[src/rtl/if_pkg.sv]
// -----------------------------------------------------------------------------
// if_pkg
// Shared definitions for the instruction-fetch prefetch stage.
//   XLEN_DEFAULT : default address/instruction width
//   NOP          : canonical RV32 no-op (addi x0, x0, 0)
//   if_entry_t   : prefetch queue entry layout {pc, instr} at the default width
//   count_width  : bits needed to hold an occupancy count of 0..depth
// -----------------------------------------------------------------------------
package if_pkg;

   localparam int unsigned XLEN_DEFAULT = 32;

   localparam logic [31:0] NOP = 32'h0000_0013;

   // Queue entry: PC in the upper half, instruction in the lower half.
   typedef struct packed {
      logic [XLEN_DEFAULT-1:0] pc;
      logic [XLEN_DEFAULT-1:0] instr;
   } if_entry_t;

   // An occupancy of exactly 'depth' must be representable, hence the +1.
   function automatic int unsigned count_width(input int unsigned depth);
      return $clog2(depth) + 1;
   endfunction

endpackage

[src/rtl/if_fetch_fifo.sv]
// -----------------------------------------------------------------------------
// if_fetch_fifo
// Synchronous FIFO used as the prefetch queue. DEPTH must be a power of two so
// the read/write pointers wrap naturally. Flush has priority over push and pop.
// A push into a full FIFO is ignored (the surrounding credit logic never does
// it). The head word is presented combinationally from the storage registers.
// Ports:
//   clk, rst_n     : clock, synchronous active-low reset
//   flush          : empty the FIFO this cycle
//   push, wdata    : write request and data
//   pop            : remove the head entry
//   rdata          : head entry (stale when empty)
//   full, empty    : occupancy flags
//   count          : number of occupied entries
// -----------------------------------------------------------------------------
module if_fetch_fifo
   import if_pkg::*;
#(
   parameter int unsigned WIDTH = 64,
   parameter int unsigned DEPTH = 4
) (
   input  logic                             clk,
   input  logic                             rst_n,
   input  logic                             flush,
   input  logic                             push,
   input  logic [WIDTH-1:0]                 wdata,
   input  logic                             pop,
   output logic [WIDTH-1:0]                 rdata,
   output logic                             full,
   output logic                             empty,
   output logic [count_width(DEPTH)-1:0]    count
);

   localparam int unsigned CW = count_width(DEPTH);
   localparam int unsigned AW = $clog2(DEPTH);

   localparam logic [AW-1:0] PTR_ZERO = AW'(1'b0);
   localparam logic [AW-1:0] PTR_ONE  = AW'(1'b1);
   localparam logic [CW-1:0] CNT_ZERO = CW'(1'b0);
   localparam logic [CW-1:0] CNT_ONE  = CW'(1'b1);
   localparam logic [CW-1:0] CNT_FULL = CW'(DEPTH);

   logic [WIDTH-1:0] mem_q [DEPTH];
   logic [WIDTH-1:0] mem_d [DEPTH];
   logic [AW-1:0]    wr_ptr_q, wr_ptr_d;
   logic [AW-1:0]    rd_ptr_q, rd_ptr_d;
   logic [CW-1:0]    count_q, count_d;
   logic             push_ok_s;
   logic             pop_ok_s;

   assign full      = (count_q == CNT_FULL);
   assign empty     = (count_q == CNT_ZERO);
   assign count     = count_q;
   assign rdata     = mem_q[rd_ptr_q];
   assign push_ok_s = push & ~full;
   assign pop_ok_s  = pop & ~empty;

   // Next-state for storage, pointers and occupancy
   always_comb begin
      mem_d    = mem_q;
      wr_ptr_d = wr_ptr_q;
      rd_ptr_d = rd_ptr_q;
      count_d  = count_q;
      if (flush) begin
         wr_ptr_d = PTR_ZERO;
         rd_ptr_d = PTR_ZERO;
         count_d  = CNT_ZERO;
      end else begin
         if (push_ok_s) begin
            mem_d[wr_ptr_q] = wdata;
            wr_ptr_d        = wr_ptr_q + PTR_ONE;
         end else begin
            wr_ptr_d = wr_ptr_q;
         end
         if (pop_ok_s) begin
            rd_ptr_d = rd_ptr_q + PTR_ONE;
         end else begin
            rd_ptr_d = rd_ptr_q;
         end
         count_d = count_q + (push_ok_s ? CNT_ONE : CNT_ZERO)
                           - (pop_ok_s  ? CNT_ONE : CNT_ZERO);
      end
   end

   // Pointer and occupancy registers
   always_ff @(posedge clk) begin
      if (!rst_n) begin
         wr_ptr_q <= PTR_ZERO;
         rd_ptr_q <= PTR_ZERO;
         count_q  <= CNT_ZERO;
      end else begin
         wr_ptr_q <= wr_ptr_d;
         rd_ptr_q <= rd_ptr_d;
         count_q  <= count_d;
      end
   end

   // Storage array; contents are only meaningful between the pointers
   always_ff @(posedge clk) begin
      mem_q <= mem_d;
   end

endmodule

[src/rtl/if_prefetch_stage_chk.sv]
// -----------------------------------------------------------------------------
// if_prefetch_stage_chk
// Simulation-time invariants of the prefetch stage credit scheme.
// Ports:
//   clk, rst_n : clock and synchronous active-low reset
//   push       : a response is being written into the queue
//   full       : queue is full
//   in_use     : outstanding requests plus queued entries
// -----------------------------------------------------------------------------
module if_prefetch_stage_chk #(
   parameter int unsigned DEPTH = 4,
   parameter int unsigned CW    = 3
) (
   input  logic          clk,
   input  logic          rst_n,
   input  logic          push,
   input  logic          full,
   input  logic [CW:0]   in_use
);

   localparam logic [CW:0] LIMIT = (CW + 1)'(DEPTH);

   // Credits must make a push into a full queue impossible.
   a_no_push_when_full: assert property (
      @(posedge clk) disable iff (!rst_n) push |-> !full
   );

   // Requests in flight plus buffered entries never exceed the queue size.
   a_credit_bound: assert property (
      @(posedge clk) disable iff (!rst_n) in_use <= LIMIT
   );

endmodule

[src/rtl/if_prefetch_stage.sv]
// -----------------------------------------------------------------------------
// if_prefetch_stage
// Credit-limited instruction prefetch stage. Issues in-order word requests to a
// variable-latency instruction memory, buffers up to QUEUE_DEPTH responses and
// hands them to decode over valid/ready. A redirect flushes the queue, restarts
// fetch at the (word-aligned) redirect PC and drops every response still in
// flight.
// Ports:
//   clk, rst_n                       : clock, synchronous active-low reset
//   redirect_valid, redirect_pc      : flush and restart request from EX
//   imem_req, imem_addr, imem_gnt    : request channel (req is combinational)
//   imem_rvalid, imem_rdata          : in-order response channel
//   id_valid, id_ready               : decode handshake
//   id_pc, id_pc_plus4, id_instr     : head entry (all zero when queue empty)
//   queue_count                      : occupied queue entries
// -----------------------------------------------------------------------------
module if_prefetch_stage
   import if_pkg::*;
#(
   parameter int unsigned     XLEN        = XLEN_DEFAULT,
   parameter logic [XLEN-1:0] RESET_PC    = {XLEN{1'b0}},
   parameter int unsigned     QUEUE_DEPTH = 4
) (
   input  logic                                  clk,
   input  logic                                  rst_n,
   input  logic                                  redirect_valid,
   input  logic [XLEN-1:0]                       redirect_pc,
   output logic                                  imem_req,
   output logic [XLEN-1:0]                       imem_addr,
   input  logic                                  imem_gnt,
   input  logic                                  imem_rvalid,
   input  logic [XLEN-1:0]                       imem_rdata,
   output logic                                  id_valid,
   input  logic                                  id_ready,
   output logic [XLEN-1:0]                       id_pc,
   output logic [XLEN-1:0]                       id_pc_plus4,
   output logic [XLEN-1:0]                       id_instr,
   output logic [count_width(QUEUE_DEPTH)-1:0]   queue_count
);

   localparam int unsigned     CW           = count_width(QUEUE_DEPTH);
   localparam int unsigned     EW           = 2 * XLEN;
   localparam logic [XLEN-1:0] PC_STEP      = XLEN'(32'd4);
   localparam logic [XLEN-1:0] PC_ZERO      = {XLEN{1'b0}};
   localparam logic [CW-1:0]   CNT_ZERO     = CW'(1'b0);
   localparam logic [CW-1:0]   CNT_ONE      = CW'(1'b1);
   localparam logic [CW:0]     CREDIT_LIMIT = (CW + 1)'(QUEUE_DEPTH);

   logic [XLEN-1:0] fetch_pc_q, fetch_pc_d;
   logic [XLEN-1:0] resp_pc_q, resp_pc_d;
   logic [CW-1:0]   outstanding_q, outstanding_d;
   logic [CW-1:0]   discard_q, discard_d;

   logic [XLEN-1:0] redirect_pc_s;
   logic [CW:0]     in_use_s;
   logic            credit_ok_s;
   logic            req_fire_s;
   logic            drop_s;
   logic            push_s;
   logic            pop_s;
   logic [EW-1:0]   fifo_wdata_s;
   logic [EW-1:0]   fifo_rdata_s;
   logic            fifo_full_s;
   logic            fifo_empty_s;
   logic [CW-1:0]   fifo_count_s;
   logic [XLEN-1:0] head_pc_s;
   logic [XLEN-1:0] head_instr_s;

   // Low address bits are meaningless for word fetch.
   assign redirect_pc_s = {redirect_pc[XLEN-1:2], 2'b00};

   // Every granted request reserves a queue slot until its response is popped
   // or dropped, so a response can never find the queue full.
   assign in_use_s    = {1'b0, outstanding_q} + {1'b0, fifo_count_s};
   assign credit_ok_s = (in_use_s < CREDIT_LIMIT);
   assign imem_req    = rst_n & ~redirect_valid & credit_ok_s;
   assign imem_addr   = fetch_pc_q;
   assign req_fire_s  = imem_req & imem_gnt;

   // Responses belonging to a flushed stream are counted off by discard_q.
   assign drop_s = imem_rvalid & (discard_q != CNT_ZERO);
   assign push_s = imem_rvalid & ~redirect_valid & (discard_q == CNT_ZERO);
   assign pop_s  = id_valid & id_ready;

   assign fifo_wdata_s = {resp_pc_q, imem_rdata};
   assign head_pc_s    = fifo_rdata_s[EW-1:XLEN];
   assign head_instr_s = fifo_rdata_s[XLEN-1:0];

   assign id_valid    = ~fifo_empty_s;
   assign id_pc       = fifo_empty_s ? PC_ZERO : head_pc_s;
   assign id_pc_plus4 = fifo_empty_s ? PC_ZERO : head_pc_s + PC_STEP;
   assign id_instr    = fifo_empty_s ? PC_ZERO : head_instr_s;
   assign queue_count = fifo_count_s;

   // Next fetch/response PCs, in-flight count and discard count
   always_comb begin
      fetch_pc_d    = fetch_pc_q;
      resp_pc_d     = resp_pc_q;
      outstanding_d = outstanding_q + (req_fire_s  ? CNT_ONE : CNT_ZERO)
                                    - (imem_rvalid ? CNT_ONE : CNT_ZERO);
      discard_d     = discard_q;
      if (redirect_valid) begin
         fetch_pc_d = redirect_pc_s;
         resp_pc_d  = redirect_pc_s;
         // Everything still in flight after this edge is stale; this also
         // covers any discard left over from an earlier redirect.
         discard_d  = outstanding_q - (imem_rvalid ? CNT_ONE : CNT_ZERO);
      end else begin
         if (req_fire_s) begin
            fetch_pc_d = fetch_pc_q + PC_STEP;
         end else begin
            fetch_pc_d = fetch_pc_q;
         end
         if (push_s) begin
            resp_pc_d = resp_pc_q + PC_STEP;
         end else begin
            resp_pc_d = resp_pc_q;
         end
         if (drop_s) begin
            discard_d = discard_q - CNT_ONE;
         end else begin
            discard_d = discard_q;
         end
      end
   end

   // Fetch engine state registers
   always_ff @(posedge clk) begin
      if (!rst_n) begin
         fetch_pc_q    <= RESET_PC;
         resp_pc_q     <= RESET_PC;
         outstanding_q <= CNT_ZERO;
         discard_q     <= CNT_ZERO;
      end else begin
         fetch_pc_q    <= fetch_pc_d;
         resp_pc_q     <= resp_pc_d;
         outstanding_q <= outstanding_d;
         discard_q     <= discard_d;
      end
   end

   if_fetch_fifo #(
      .WIDTH (EW),
      .DEPTH (QUEUE_DEPTH)
   ) u_queue (
      .clk   (clk),
      .rst_n (rst_n),
      .flush (redirect_valid),
      .push  (push_s),
      .wdata (fifo_wdata_s),
      .pop   (pop_s),
      .rdata (fifo_rdata_s),
      .full  (fifo_full_s),
      .empty (fifo_empty_s),
      .count (fifo_count_s)
   );

   if_prefetch_stage_chk #(
      .DEPTH (QUEUE_DEPTH),
      .CW    (CW)
   ) u_chk (
      .clk    (clk),
      .rst_n  (rst_n),
      .push   (push_s),
      .full   (fifo_full_s),
      .in_use (in_use_s)
   );

endmodule

[config.mk]
export PLATFORM = sky130hd
export DESIGN_NAME = if_prefetch_stage
export DESIGN_NICKNAME = d
export VERILOG_FILES = /design/src/rtl/if_pkg.sv /design/src/rtl/if_fetch_fifo.sv /design/src/rtl/if_prefetch_stage_chk.sv /design/src/rtl/if_prefetch_stage.sv
export SDC_FILE = /design/constraint.sdc
export NUM_CORES = 1
export LEC_CHECK = 0
export BUFFER_PORTS_ARGS = -buffer_cell sky130_fd_sc_hd__buf_2
export CAP_MARGIN = 25
export CORE_MARGIN = 4
export CORE_UTILIZATION = 38
export DETAILED_ROUTE_END_ITERATION = 10
export PLACE_DENSITY_LB_ADDON = 0.1
export SKIP_LAST_GASP = 1
export SYNTH_ARGS = -nofsm -noshare
export SYNTH_HDL_FRONTEND = slang
export SYNTH_SLANG_ARGS = --single-unit
export TNS_END_PERCENT = 1
[constraint.sdc]
create_clock -name clk -period 3.6 [get_ports clk]
set_clock_uncertainty 0.1 [all_clocks]
set_input_delay 0.36 -clock clk [delete_from_list [all_inputs] [get_ports clk]]
set_output_delay 0.36 -clock clk [all_outputs]
set_load 0.01 [all_outputs]
; ---- After elaboration in Yosys (flattened, before gate mapping)
; Index checks and enable logic that the tools add are counted.
; Widths: inputs -> output; s select.
[word_totals]
register_bits = 333
in_bits = 70
output_inout_bits = 133
elab_cells = 73
[classes]
addsub = 12
n_lt_le_gt_ge = 4
n_eq_ne = 1
muxes = 19
n_bitwise = 15
n_reduce_logical = 9
[ops]
columns = cell, n
row1 = $bwmux 256, 1
row2 = $mux 32, 7
row3 = $mux 64, 3
row4 = $bmux 64 s2, 1
row5 = $demux 64 s2, 1
row6 = $add 32x3->32 const B, 3
row7 = $and 1x1->1, 9
row8 = $ge 3x3->1 const B, 2
row9 = $logic_not 3->1, 2
row10 = $mux 3, 2
row11 = $not 2->3, 2
row12 = $reduce_bool 2->1, 3
row13 = $sub 3x3->3, 2
row14 = $add 2x1->2 const B, 2
row15 = $add 3x3->4, 1
row16 = $lt 4x3->1 const B, 1
row17 = $mux 1, 4
row18 = $not 1->1, 4
row19 = $add 3x1->3, 1
row20 = $add 3x3->3, 1
row21 = $eq 3x3->1 const B, 1
row22 = $lt 3x1->1 const B, 1
row23 = $reduce_bool 3->1, 1
row24 = $sub 3x1->3, 1
row25 = 4 further kinds, 4

; ---- Longest topological paths before layout
[logic_depth]
ltp_word = 7
depth_mapped = 13
depth_no_buf = 11

; ---- Hierarchy
; Synthesis repeated with hierarchy kept, for this count alone.
[hier_totals]
hier_cells = 1039
area_unflattened_um2 = 14502.7
[modules_own_cells]
columns = mod, n_inst, cells_per_inst, area_per_inst_um2, seq_area_each_um2
row1 = if_fetch_fifo, 1, 383, 9653.0, 7827.5
row2 = if_prefetch_stage, 1, 656, 4849.7, 1321.3

; ---- Least setup slack after synthesis
; No wires, ideal clock.
[synth_path]
kind = reg-to-reg
startpoint = reg u_queue.count_q[1], in the netlist u_queue.count[1]
endpoint = reg outstanding_q[2]
setup_time_ps = 128
t_arrival_ps = 2953
required_time_ps = 3372
setup_slack_ps = 419
stages_incl_launch_ff = 14
n_path_buf = 2
period_less_slack_ps = 3181
cell_sequence = dfxtp_1 ha_1 a311oi_1 and3_1 clkbuf_1 clkinv_1 clkbuf_1 ha_1 inv_1 ha_1 fa_1 xnor2_1 xnor2_1 nor2_1
[synth_between]
elab_chain_cells = 7
[synth_rtl]
columns = item, line
row1 = start: declaration, if_fetch_fifo.sv:47  ; logic [CW-1:0] count_q, count_d;
row2 = start signal: assignment, if_fetch_fifo.sv:94  ; count_q <= count_d;
row3 = $add 3x3->4, if_prefetch_stage.sv:74  ; assign in_use_s = {1'b0, outstanding_q} + {1'b0, fifo_count_s};
row4 = $lt 4x3->1, if_prefetch_stage.sv:75  ; assign credit_ok_s = (in_use_s < CREDIT_LIMIT);
row5 = $and 1x1->1, if_prefetch_stage.sv:76  ; assign imem_req = rst_n & ~redirect_valid & credit_ok_s;
row6 = $and 1x1->1, if_prefetch_stage.sv:78  ; assign req_fire_s = imem_req & imem_gnt;
row7 = $mux 1, if_prefetch_stage.sv:99  ; outstanding_d = outstanding_q + (req_fire_s ? CNT_ONE : CNT_ZERO)
row8 = $add 3x1->3, if_prefetch_stage.sv:99
row9 = $sub 3x3->3, if_prefetch_stage.sv:100  ; - (imem_rvalid ? CNT_ONE : CNT_ZERO);
row10 = end signal: assignment, if_prefetch_stage.sv:137  ; outstanding_q <= outstanding_d;
row11 = end: declaration, if_prefetch_stage.sv:51  ; logic [CW-1:0] outstanding_q, outstanding_d;
; No other way between the ends.
; A chain may end at the register's enable or synchronous reset.

; ---- Final worst setup path
[layout_path]
startpoint = reg u_queue.rd_ptr_q[0]
endpoint = out id_pc_plus4[23]
[layout_between]
elab_chain_cells = 6
[layout_rtl]
columns = item, line
row1 = start: declaration, if_fetch_fifo.sv:46  ; logic [AW-1:0] rd_ptr_q, rd_ptr_d;
row2 = start signal: assignment, if_fetch_fifo.sv:93  ; rd_ptr_q <= rd_ptr_d;
row3 = $not 2->3 (not written as such), if_fetch_fifo.sv:54  ; assign rdata = mem_q[rd_ptr_q];
row4 = $bmux 64 s2, if_fetch_fifo.sv:54
row5 = $mux 64 (not written as such) (2 in series), if_fetch_fifo.sv:54
row6 = $add 32x3->32, if_prefetch_stage.sv:91  ; assign id_pc_plus4 = fifo_empty_s ? PC_ZERO : head_pc_s + PC_STEP;
row7 = $mux 32, if_prefetch_stage.sv:91
row8 = end: declaration, if_prefetch_stage.sv:36  ; output logic [XLEN-1:0] id_pc_plus4,
; No other way between the ends. The select of a mux whose other input is x is not followed.

==> results.txt <==
----------------------------------------------------
[Floorplanning]
  DIE HEIGHT ... 203.4 µm
  Number of core rows ... 71
  I/O pin cnt ... 203
  Placeable core region ... 0.03767 mm²
  Die Footprint ... 0.04136 mm²
  Die Wd ... 203.4 µm
  Initial Util ... 38.51%

[Worst setup path]
  Data required time of the critical path ... 3.14 ns
  Ordered list of cells on the worst path ... buf_12 -> mux4_2 -> nand4_2 -> or4_4 -> nor4_4 -> mux2_1 -> buf_2
  Data arrival time of the critical path ... 3.07 ns
  R2R Setup Slk ... 0.77 ns
  Sort of element at the start of the critical path ... flip-flop
  Reg-to-Reg End ... outstanding_q[2]$_SDFF_PN0_
  Worst setup path category ... reg2out
  CP max stage cell ... sky130_fd_sc_hd__or4_4
  CP max stage delay ... 0.63 ns
  Path depth of the worst reg2reg path ... 11
  Maximum fanout along the worst path ... 11
  Reg2reg start ... u_queue.count[1]$_SDFF_PP0_
  Sort of element at the end of the critical path ... primary output

[STA]
  Worst slew pin tran ... 0.7885 ns
  Post-Route Hold Slack ... 0.02938 ns
  Min Clock Period, post-route ... 3.528 ns
  Share of the clock period used by the worst path after layout ... 98.01%
  Number of endpoints with negative hold slack in the final report ... 0
  Fmax achieved ... 0.2834 GHz
  Setup repair after global routing missed its margin ... yes
  Number of max-slew violations in the final report ... 0
  Max-slew headroom at the worst pin ... 47.35%
  Final setup violation count ... 0

[Routing]
  Met2 Routed Length ... 16310 µm
  Antenna-violating nets left ... 0
  Post-detailed-route wirelength per cell ... 19.88 µm
  Detail-routed via count per cell ... 5.183
  Length of the first detailed-routing pass in iterations ... 4
  Drt first-iter violations ... 526
  Residual DRC ... 0
  DR vias ... 9413
  Detailed-route wire length ... 36110 µm
  Highest metal layer used by the detailed router ... met4
  Met3 Routed Length ... 1831 µm
  Metal-1 WL ... 17470 µm

[Pwr]
  Overall power after layout ... 8802 µW
  Maximum resistive drop on vdd ... 0.3170 mV
  Pwr/cell area ... 500.0 mW/mm²
  Leakage power figure ... 0.006405 µW

[Outcome]
  Status ... finished, final reports clean

[Yosys]
  FF+latch count, synth ... 321
  Number of distinct library cells after synthesis ... 73
  Asr flop ratio synth ... 0%
  Main combinational cell family by area after synthesis ... simple AND/OR/NAND/NOR gates
  Dominant synthesized flop cell ... sky130_fd_sc_hd__edfxtp_1
  Yosys Warn Count ... 0
  Combined area of all synthesized cells ... 0.01450 mm²
  Count of flip-flops with a built-in enable after synthesis ... 248
  XOR/XNOR Fraction of Synth Area ... 3.200%
  Synthesized netlist cell count ... 1039
  Share of synthesized area spent on multiplexers ... 10.55%
  Area share of fa/ha/maj cells after synthesis ... 1.743%
  Synthesized-area fraction occupied by and/or/nand/nor cells ... 13.24%
  Average footprint of a synthesized cell ... 13.96 µm²
  Part of the Yosys area used for sequential elements ... 61.42%
  Synth Area in Compound Gates ... 6.470%

[Clock tree]
  Clock-pin slew on the worst setup and hold paths ... 0.06 ns
  Number of clock sinks seen by CTS ... 321
  # H-tree levels ... 2
  Buffer levels on the longest clock path ... 3
  CTS Buf Count ... 36
  Clock latency on the worst-skew pair ... 0.51 ns
  Clk Tree Root Cell ... sky130_fd_sc_hd__clkbuf_16
  CTS tree ... yes

[GRT]
  Antenna violations before repair ... 0
  Global-route wire length before repair ... 55550 µm
  Maximum number of pins on one net before global-route repair ... 71
  Number of global-route vias before repair ... 9474
  Total track usage ... 16.99%
  Total congestion overflow after global routing ... 0

[Cells and area]
  Filler cells ... 3461
  Most frequent cells in the layout ... sky130_fd_sc_hd__edfxtp_1, sky130_fd_sc_hd__buf_2, sky130_fd_sc_hd__and2_1
  Area of the multi-input gates ... 0.005129 mm²
  Share of cells above drive strength 1 ... 28.89%
  Antenna fix cells ... 0
  Total number of nets in the final design ... 1367
  Final core area utilization ... 46.73%
  Total area of sequential cells ... 0.008914 mm²
  Synthesis-to-layout area growth ... 21.37%
  Most common library cell in the layout ignoring fill and taps ... sky130_fd_sc_hd__edfxtp_1

[Job]
  Max-cap check violation count ... 0

[Placed design]
  RD Place Congestion ... 0.7734
  HPWL Detailed ... 23970 µm
  Port Buffers ... 194

[Min path]
  Hold Crit Class ... in2reg
  Hold path endpoint ... resp_pc_q[12]$_SDFFE_PN0P_
  Beginning of the worst hold path ... redirect_pc[12]
  Hold Path Cell Cnt ... 3

----------------------------------------------------
through the flow:
stage / cells / area (µm²) / setup WS [ns] / TNS [ns]
floorplan: 1044 / 14520 / 0.4194 / 0
global placement: 1710 / 16070 / 0.4529 / 0
detailed placement: 1710 / 16070 / 0.4314 / 0
CTS: 1813 / 17580 / 0.003064 / 0
global route: 1816 / 17600 / -0.05082 / -0.1210
finish: 1816 / 17600 / 0.07167 / 0
cell families (layout without fill, tap and decap cells):
| logic type | Yosys count | in the layout |
|---|---|---|
| adders and majority gates | 19 | 19 |
| other | 1 | 6 |
| and+or+nand+nor | 332 | 332 |
| buffers and inverters | 90 | 351 |
| muxes | 71 | 71 |
| xor gates and xnor gates | 53 | 53 |
| DFF | 321 | 321 |
| AOI/OAI and AO/OA | 152 | 152 |
critical path: cells and delay by family (launching register included):
family        cells  cell delay, ns
flops             1            0.41
simple gates      3            1.02
mux               2            0.81
buf+inv           2            0.32
sequential cells by signal, summed over array words and instances (netlist names):
name and count:
u_queue.mem_q 248, imem_addr 30, resp_pc_q 30, discard_q 3
outstanding_q 3, u_queue.count 3, u_queue.rd_ptr_q 2, u_queue.wr_ptr_q 2
power breakdown:
group          switching, µW  total (µW)  internal (µW)
logic                    587        1020            438
clock network           1420        3520           2100
registers                124        4250           4130
total                   2130        8800           6670
worst max-delay path by stage:
stage | to | startpoint | depth (start not counted) | slack [ns]
after global placement | id_pc_plus4[31] | u_queue.rd_ptr_q[0]$_SDFFE_PP0P_ | 7 | 0.45
after global routing | id_pc_plus4[23] | u_queue.rd_ptr_q[0]$_SDFFE_PP0P_ | 7 | -0.05
after floorplan | outstanding_q[2]$_SDFF_PN0_ | u_queue.count[1]$_SDFF_PP0_ | 13 | 0.42
after detailed placement | id_pc_plus4[31] | u_queue.rd_ptr_q[0]$_SDFFE_PP0P_ | 7 | 0.43
after CTS | id_pc_plus4[25] | u_queue.rd_ptr_q[1]$_SDFFE_PP0P_ | 7 | 0.003
final | id_pc_plus4[23] | u_queue.rd_ptr_q[0]$_SDFFE_PP0P_ | 7 | 0.07
layout make-up:
cell class / instances / area share, %
Sequential cell: 321 / 50.64
Multi-Input combinational cell: 633 / 29.14
Timing Repair Buffer: 264 / 9.695
Clock buffer: 45 / 5.430
Tap cell: 511 / 3.632
Clock inverter: 20 / 1.002
Inverter: 22 / 0.4691
cells in the mapped netlist (4+ instances only):
library cell / instances / area share [%]
sky130_fd_sc_hd__edfxtp_1: 248 / 51
sky130_fd_sc_hd__and2_1: 78 / 3.4
sky130_fd_sc_hd__dfxtp_1: 73 / 10
sky130_fd_sc_hd__nor2_1: 56 / 1.4
sky130_fd_sc_hd__mux4_2: 52 / 8.1
sky130_fd_sc_hd__a21oi_1: 50 / 1.7
sky130_fd_sc_hd__nand2_1: 48 / 1.2
sky130_fd_sc_hd__clkbuf_1: 42 / 1.1
sky130_fd_sc_hd__o21ai_0: 35 / 1.2
sky130_fd_sc_hd__xor2_1: 34 / 2.1
sky130_fd_sc_hd__nand4_1: 31 / 1.3
sky130_fd_sc_hd__nand3_1: 28 / 0.97
sky130_fd_sc_hd__and3_1: 22 / 0.95
sky130_fd_sc_hd__inv_1: 19 / 0.49
sky130_fd_sc_hd__xnor2_1: 19 / 1.1
sky130_fd_sc_hd__ha_1: 17 / 1.5
sky130_fd_sc_hd__a31oi_1: 16 / 0.69
sky130_fd_sc_hd__or3_1: 13 / 0.56
sky130_fd_sc_hd__and4_1: 12 / 0.72
sky130_fd_sc_hd__a211oi_1: 11 / 0.57
sky130_fd_sc_hd__mux4_1: 10 / 1.8
sky130_fd_sc_hd__nor3_1: 8 / 0.28
sky130_fd_sc_hd__or4_1: 8 / 0.41
sky130_fd_sc_hd__buf_4: 7 / 0.36
sky130_fd_sc_hd__o31ai_1: 6 / 0.31
sky130_fd_sc_hd__buf_2: 5 / 0.17
sky130_fd_sc_hd__a21boi_0: 4 / 0.21
sky130_fd_sc_hd__a41oi_1: 4 / 0.24
sky130_fd_sc_hd__clkbuf_8: 4 / 0.38
sky130_fd_sc_hd__mux2i_1: 4 / 0.28
metal layers:
layer / vias to the layer above / global-route usage, %
li1: 4471 / -
met1: 4661 / 25.33
met2: 240 / 26.48
met3: 41 / 3.085
met4: 0 / 3.228
met5: - / 0
what timing repair did:
action / 4_1_cts / 5_1_grt
gates cloned: 0 / 1
pin swaps: 0 / 0
buffers inserted: 6 / 2
hold endpoints to repair: 128 / 0
hold buffers: 32 / 0
gates resized for setup: 3 / 10
endpoints found under the setup margin: 9 / 8
Power figures use the tool's default switching activity.
